**config.mk**
```make
export PLATFORM = sky130hd
export DESIGN_NAME = irq_pending_latch
export DESIGN_NICKNAME = d
export VERILOG_FILES = /design/src/rtl/irq_pending_latch.sv
export SDC_FILE = /design/constraint.sdc
export NUM_CORES = 1
export LEC_CHECK = 0
export CELL_PAD_IN_SITES_DETAIL_PLACEMENT = 0
export CELL_PAD_IN_SITES_GLOBAL_PLACEMENT = 1
export CORE_MARGIN = 5
export CORE_UTILIZATION = 35
export DETAILED_ROUTE_END_ITERATION = 10
export GPL_ROUTABILITY_DRIVEN = 0
export PLACE_DENSITY = 0.85
export SLEW_MARGIN = 10
export SYNTH_ARGS = -nofsm -noshare
export SYNTH_HDL_FRONTEND = slang
export SYNTH_HIERARCHICAL = 1
export SYNTH_SLANG_ARGS = --single-unit
```
**constraint.sdc**
```tcl
create_clock -name clk -period 1.9 [get_ports clk]
set_clock_uncertainty 0.2 [all_clocks]
set_input_delay 0.285 -clock clk [delete_from_list [all_inputs] [get_ports clk]]
set_output_delay 0.285 -clock clk [all_outputs]
set_load 0.005 [all_outputs]
```
**src/rtl/irq_pending_latch.sv**
```systemverilog
// Interrupt request front end. Synchronizes eight asynchronous level requests,
// latches their rising edges as pending bits and flags events lost while pending.

module irq_pending_lane #(
  parameter int SYNC_STAGES = 2
) (
  input  logic clk,
  input  logic rst,
  input  logic req,
  input  logic ack_hit,
  input  logic clr_overrun,
  output logic pend,
  output logic overrun
);

  logic [SYNC_STAGES-1:0] sync;
  logic                   prev;
  logic                   rise;

  assign rise = sync[SYNC_STAGES-1] & ~prev;

  // A new edge beats a same-cycle ack, and an overrun being raised beats the clear.
  always_ff @(posedge clk) begin
    if (rst) begin
      sync    <= '0;
      prev    <= 1'b0;
      pend    <= 1'b0;
      overrun <= 1'b0;
    end else begin
      sync    <= {sync[SYNC_STAGES-2:0], req};
      prev    <= sync[SYNC_STAGES-1];
      pend    <= rise | (pend & ~ack_hit);
      overrun <= (rise & pend & ~ack_hit) | (overrun & ~clr_overrun);
    end
  end

endmodule

module irq_pending_latch #(
  parameter int SYNC_STAGES = 2
) (
  input  logic       clk,
  input  logic       rst,
  input  logic [7:0] req_in,
  input  logic [7:0] mask,
  input  logic       ack,
  input  logic [2:0] ack_code,
  input  logic       clr_overrun,
  output logic [7:0] pending,
  output logic       any_pending,
  output logic [7:0] overrun
);

  localparam int NUM_LANES = 8;

  if (SYNC_STAGES < 2 || SYNC_STAGES > 4) begin : g_bad_sync_stages
    $error("irq_pending_latch: SYNC_STAGES must be in 2..4");
  end

  logic [NUM_LANES-1:0] ack_hit;
  logic [NUM_LANES-1:0] pend;

  assign ack_hit = ack ? (NUM_LANES'(1) << ack_code) : '0;

  for (genvar i = 0; i < NUM_LANES; i++) begin : g_lane
    irq_pending_lane #(
      .SYNC_STAGES(SYNC_STAGES)
    ) u_lane (
      .clk        (clk),
      .rst        (rst),
      .req        (req_in[i]),
      .ack_hit    (ack_hit[i]),
      .clr_overrun(clr_overrun),
      .pend       (pend[i]),
      .overrun    (overrun[i])
    );
  end

  // Masking only gates the view; the latched state is untouched.
  assign pending     = pend & mask;
  assign any_pending = |pending;

endmodule

```
# == Yosys cells after proc, flatten, opt, wreduce, memory -nomap -nowiden ==
# Index checks and enable logic that the tools add are counted.
# classes
n_shift,1
n_mux,1
bitwise_logic,74
reduce_logical,1
# op_table
operator,count
bitwise AND 1 bit,40
NOT 1 bit,17
OR 1 bit,16
bitwise AND 8 bit,1
two-way mux 8 bit,1
OR reduction 8 bit,1
"<< shifter 1 x 3 -> 8 bit, first input constant",1
# totals
reg_bits,40
in_bits,23
elab_cells,109

# == Longest topological paths before layout ==
# Gate-level depths: netlist of run 1.
# depth
word_depth,5
ltp_mapped,4

# == Modules after synthesis ==
# The synthesis of run 1 kept the hierarchy.
# modules_own_cells
mod,n_inst,cells_each,area_each_um2
irq_pending_lane,8,14,158.9
irq_pending_latch,1,24,132.6

# == Worst setup path after synthesis of run 1 ==
# No wires, ideal clock.
# synth_path
kind,reg-to-output
start,reg g_lane[3].u_lane.pend
end,out any_pending
arrival_ns,1.428
required_time_ns,1.415
setup_slack_ns,-0.013
stages_incl_launch_ff,4
path_buffers,0
cell_sequence,dfxtp_1 -> and2_4 -> or4_1 -> or4_1
# synth_between
elab_chain_len,2
# synth_rtl
element,line_no,source
"start, declared",12,"output logic pend,"
"start signal, assigned",32,pend <= rise | (pend & ~ack_hit);
bitwise AND 8 bit,80,assign pending = pend & mask;
net pending[3],49,"output logic [7:0] pending,"
OR reduction 8 bit,81,assign any_pending = |pending;
"end, declared",50,"output logic any_pending,"
# The timed path passes the listed nets, and every way through them passes these cells.

# == Worst setup path after layout of run 1 ==
# layout_path
start,reg g_lane[7].u_lane.pend
end,out any_pending
# layout_between
elab_chain_len,2
# layout_rtl
element,line_no
"start, declared",12
"start signal, assigned",32
bitwise AND 8 bit,80
OR reduction 8 bit,81
# Every way passes these cells.

==> impl_metrics.env, run 1 <==
export IMPL_viasPerCell=4.48
export IMPL_grt_usage_pct=12.2
export IMPL_leakage_nw=0.833
export IMPL_numPortBuffers=39
export IMPL_synth_edff_count=0
export IMPL_ios=40
export IMPL_cap_violations=0
export IMPL_grt_max_degree=40
export IMPL_tns_ns=-0.414
export IMPL_max_vdd_ir_drop_v=0.000472
export IMPL_clk_path_buf_depth=2
export IMPL_clock_latency_ns=0.29
export IMPL_rsz0062_at_grt="yes"
export IMPL_diodes=0
export IMPL_status="complete, but fails checks"
export IMPL_tightest_slew_ns=0.314
export IMPL_synth_yosys_seq_area_share_pct=57.0
export IMPL_remaining_drc_errors=0
export IMPL_fin_ws_ns=-0.414
export IMPL_final_antenna_net_count=0
export IMPL_period_share_pct=122
export IMPL_cts_root_buf="clkbuf_8"
export IMPL_slew_violations=0
export IMPL_rows=23
export IMPL_postSynthAreaPerCell_um2=10.3
export IMPL_ys_types=12
export IMPL_register_area_um2=803
export IMPL_cp_data_arrival_time_ns=1.83
export IMPL_post_route_util_pct=53.5
export IMPL_finalCriticalPeriod_ns=2.31
export IMPL_slew_headroom_pct=79.0
export IMPL_die_w_um=73.3
export IMPL_synth_warnings=6
export IMPL_setup_violations=1
export IMPL_cp_max_fo=2
export IMPL_crit_type="reg2out"
export IMPL_grt_pass1_vias=1184
export IMPL_synth_most_common_cell="dfxtp_1"
export IMPL_netlist_area_um2=1400
export IMPL_synth_common_cells="40 x dfxtp_1, 27 x nand2b_1, 24 x nor2b_1, 16 x a21oi_1, 8 x nand4bb_1"
export IMPL_syn_nets=159
export IMPL_numCtsBuffers=5
export IMPL_p_per_area_nw_per_um2=815
export IMPL_finalHoldViolCount=0
export IMPL_fin_nets=220
export IMPL_yosys_register_bits=40
export IMPL_async_reset_ff_share_pct=0
export IMPL_htree_levels=2
export IMPL_syn_to_final_growth_pct=50.4
export IMPL_die_area_um2=5380
export IMPL_fp_dieH_um=73.3
export IMPL_path_clk_slew_ns=0.07
export IMPL_grt_pass1_wl_mm=4.97
export IMPL_num_vias=1111
export IMPL_routed_wirelength_mm=3.00
export IMPL_firstDrtPassIters=2
export IMPL_drtIter0Drc=34
export IMPL_cts_hold_buffers_added=0
export IMPL_fmax_ghz=0.432
export IMPL_synth_area_leader_cell="dfxtp_1"
export IMPL_end_kind="output port"
export IMPL_n_fill_cell=336
export IMPL_core_um2=3940
export IMPL_wl_per_cell_um=12.1
export IMPL_grt_remaining_overflow=0
export IMPL_synth_area_leaders="dfxtp_1 57%, nand2b_1 12%, nor2b_1 11%"
export IMPL_synth_top_area_share_pct=57.0
export IMPL_antenna_found_initial=0
export IMPL_floorplan_initialDensity_pct=35.6
export IMPL_multiInputGateArea_um2=626
export IMPL_synth_ff_type="dfxtp_1"
export IMPL_cts_sinks=40
export IMPL_layout_drive_gt1_share_pct=17.7
export IMPL_worstPathRequired_ns=1.41
export IMPL_hpwlAfterDp_mm=2.17
export IMPL_violations="negative setup slack"
export IMPL_syn_inst=136
export IMPL_cts_tree="yes"
export IMPL_cp_start_kind="register"
export IMPL_hp_class="reg2reg"
-- cell usage in the layout (no fill, tap or decap) --
master           instances
a21oi_1                 16
and2_1                   1
and2_4                   7
buf_12                   1
buf_4                   14
buf_6                    1
bufinv_16                1
clkbuf_1                 1
clkbuf_8                 5
clkdlybuf4s50_1         31
clkinv_2                 1
dfxtp_1                 38
dfxtp_2                  2
dlygate4sd2_1            6
dlymetal6s2s_1           1
nand2_1                  2
nand2b_1                27
nand4bb_1                8
nor2_1                   6
nor2b_1                 24
nor3_1                   2
or2_2                    1
or4_4                    2
-- report_power, final --
group	internal [mW]	switching, mW
combinational	0.114	0.0568
clock	0.389	0.277
sequential	0.869	0.0135
-- routing by layer --
| metal | wire (µm) | part of all wire [%] | GRT usage, % | vias up |
|---|---|---|---|---|
| met5 | 0 | 0 | 0 | - |
| met4 | 65 | 2.2 | 6.64 | 0 |
| met3 | 211 | 7.0 | 4.79 | 6 |
| met2 | 1340 | 45 | 19.2 | 34 |
| met1 | 1390 | 46 | 14.4 | 499 |
| li1 | - | - | - | 572 |
-- what timing repair did --
item | CTS | global route
cloned | 0 | 0
hold endpoints to repair | 0 | 0
setup endpoints to repair | 6 | 2
gates resized for setup | 18 | 4
pin swaps | 4 | 1
setup buffers | 1 | 0
-- metrics by stage --
step / area (µm²) / power (mW) / worst slack [ns] / instances / hold WS (ns)
final: 2110 / 1.72 / -0.414 / 248 / 0.240
after global routing: 2110 / 1.79 / -0.457 / 248 / 0.265
after CTS: 2100 / 1.75 / -0.500 / 248 / 0.247
after detailed placement: 1970 / 1.07 / -0.843 / 239 / 0.229
after global placement: 1970 / 1.06 / -0.829 / 239 / 0.219
after floorplan: 1400 / 0.950 / 0.0586 / 136 / 0.154
-- state kept, by name (all words and copies together), names as in the netlist --
signal	flops
g_lane.u_lane/pend	8
g_lane.u_lane/prev	8
g_lane.u_lane/sync	16
g_lane.u_lane/overrun	8
-- critical path, cell delays in order, from the launching register on --
cell and delay, ns:
dfxtp_2 0.32, and2_4 0.13, or4_4 0.53, or4_4 0.43, buf_6 0.13
-- cell type report --
class	count	area share, %
flip-flops and latches	40	38.1
clock inverters	2	1.66
well taps	50	2.96
multi-input cells	96	29.6
repair buffers	54	24.2
clock buffers	6	3.44
-- final timing paths --
check / cells after the start / endpoint / slack [ns] / from
max: 4 / any_pending / -0.41 / g_lane[7].u_lane/pend$_SDFF_PP0_
min: 1 / g_lane[1].u_lane/sync[1]$_SDFF_PP0_ / 0.24 / g_lane[1].u_lane/sync[0]$_SDFF_PP0_
min reg2reg: 1 / g_lane[1].u_lane/sync[1]$_SDFF_PP0_ / 0.24 / g_lane[1].u_lane/sync[0]$_SDFF_PP0_
max reg2reg: 3 / g_lane[3].u_lane/overrun$_SDFF_PP0_ / 0.92 / g_lane[3].u_lane/pend$_SDFF_PP0_
-- cells by family (layout without fill, tap and decap cells) --
family | after synthesis | after routing | synth area share, %
AO/OA/AOI/OAI | 16 | 16 | 5.70
buffers and inverters | 0 | 62 | 0
flip-flops | 40 | 40 | 57.0
AND/OR/NAND/NOR | 80 | 80 | 37.3
No activity file was read; power rests on OpenSTA's default activity.
==> run 2: changes to the inputs <==
- HOLD_SLACK_MARGIN: not set -> 0.08
==> results of run 2 <==
Final layout, timing and power as in run 1 (identical DEF).
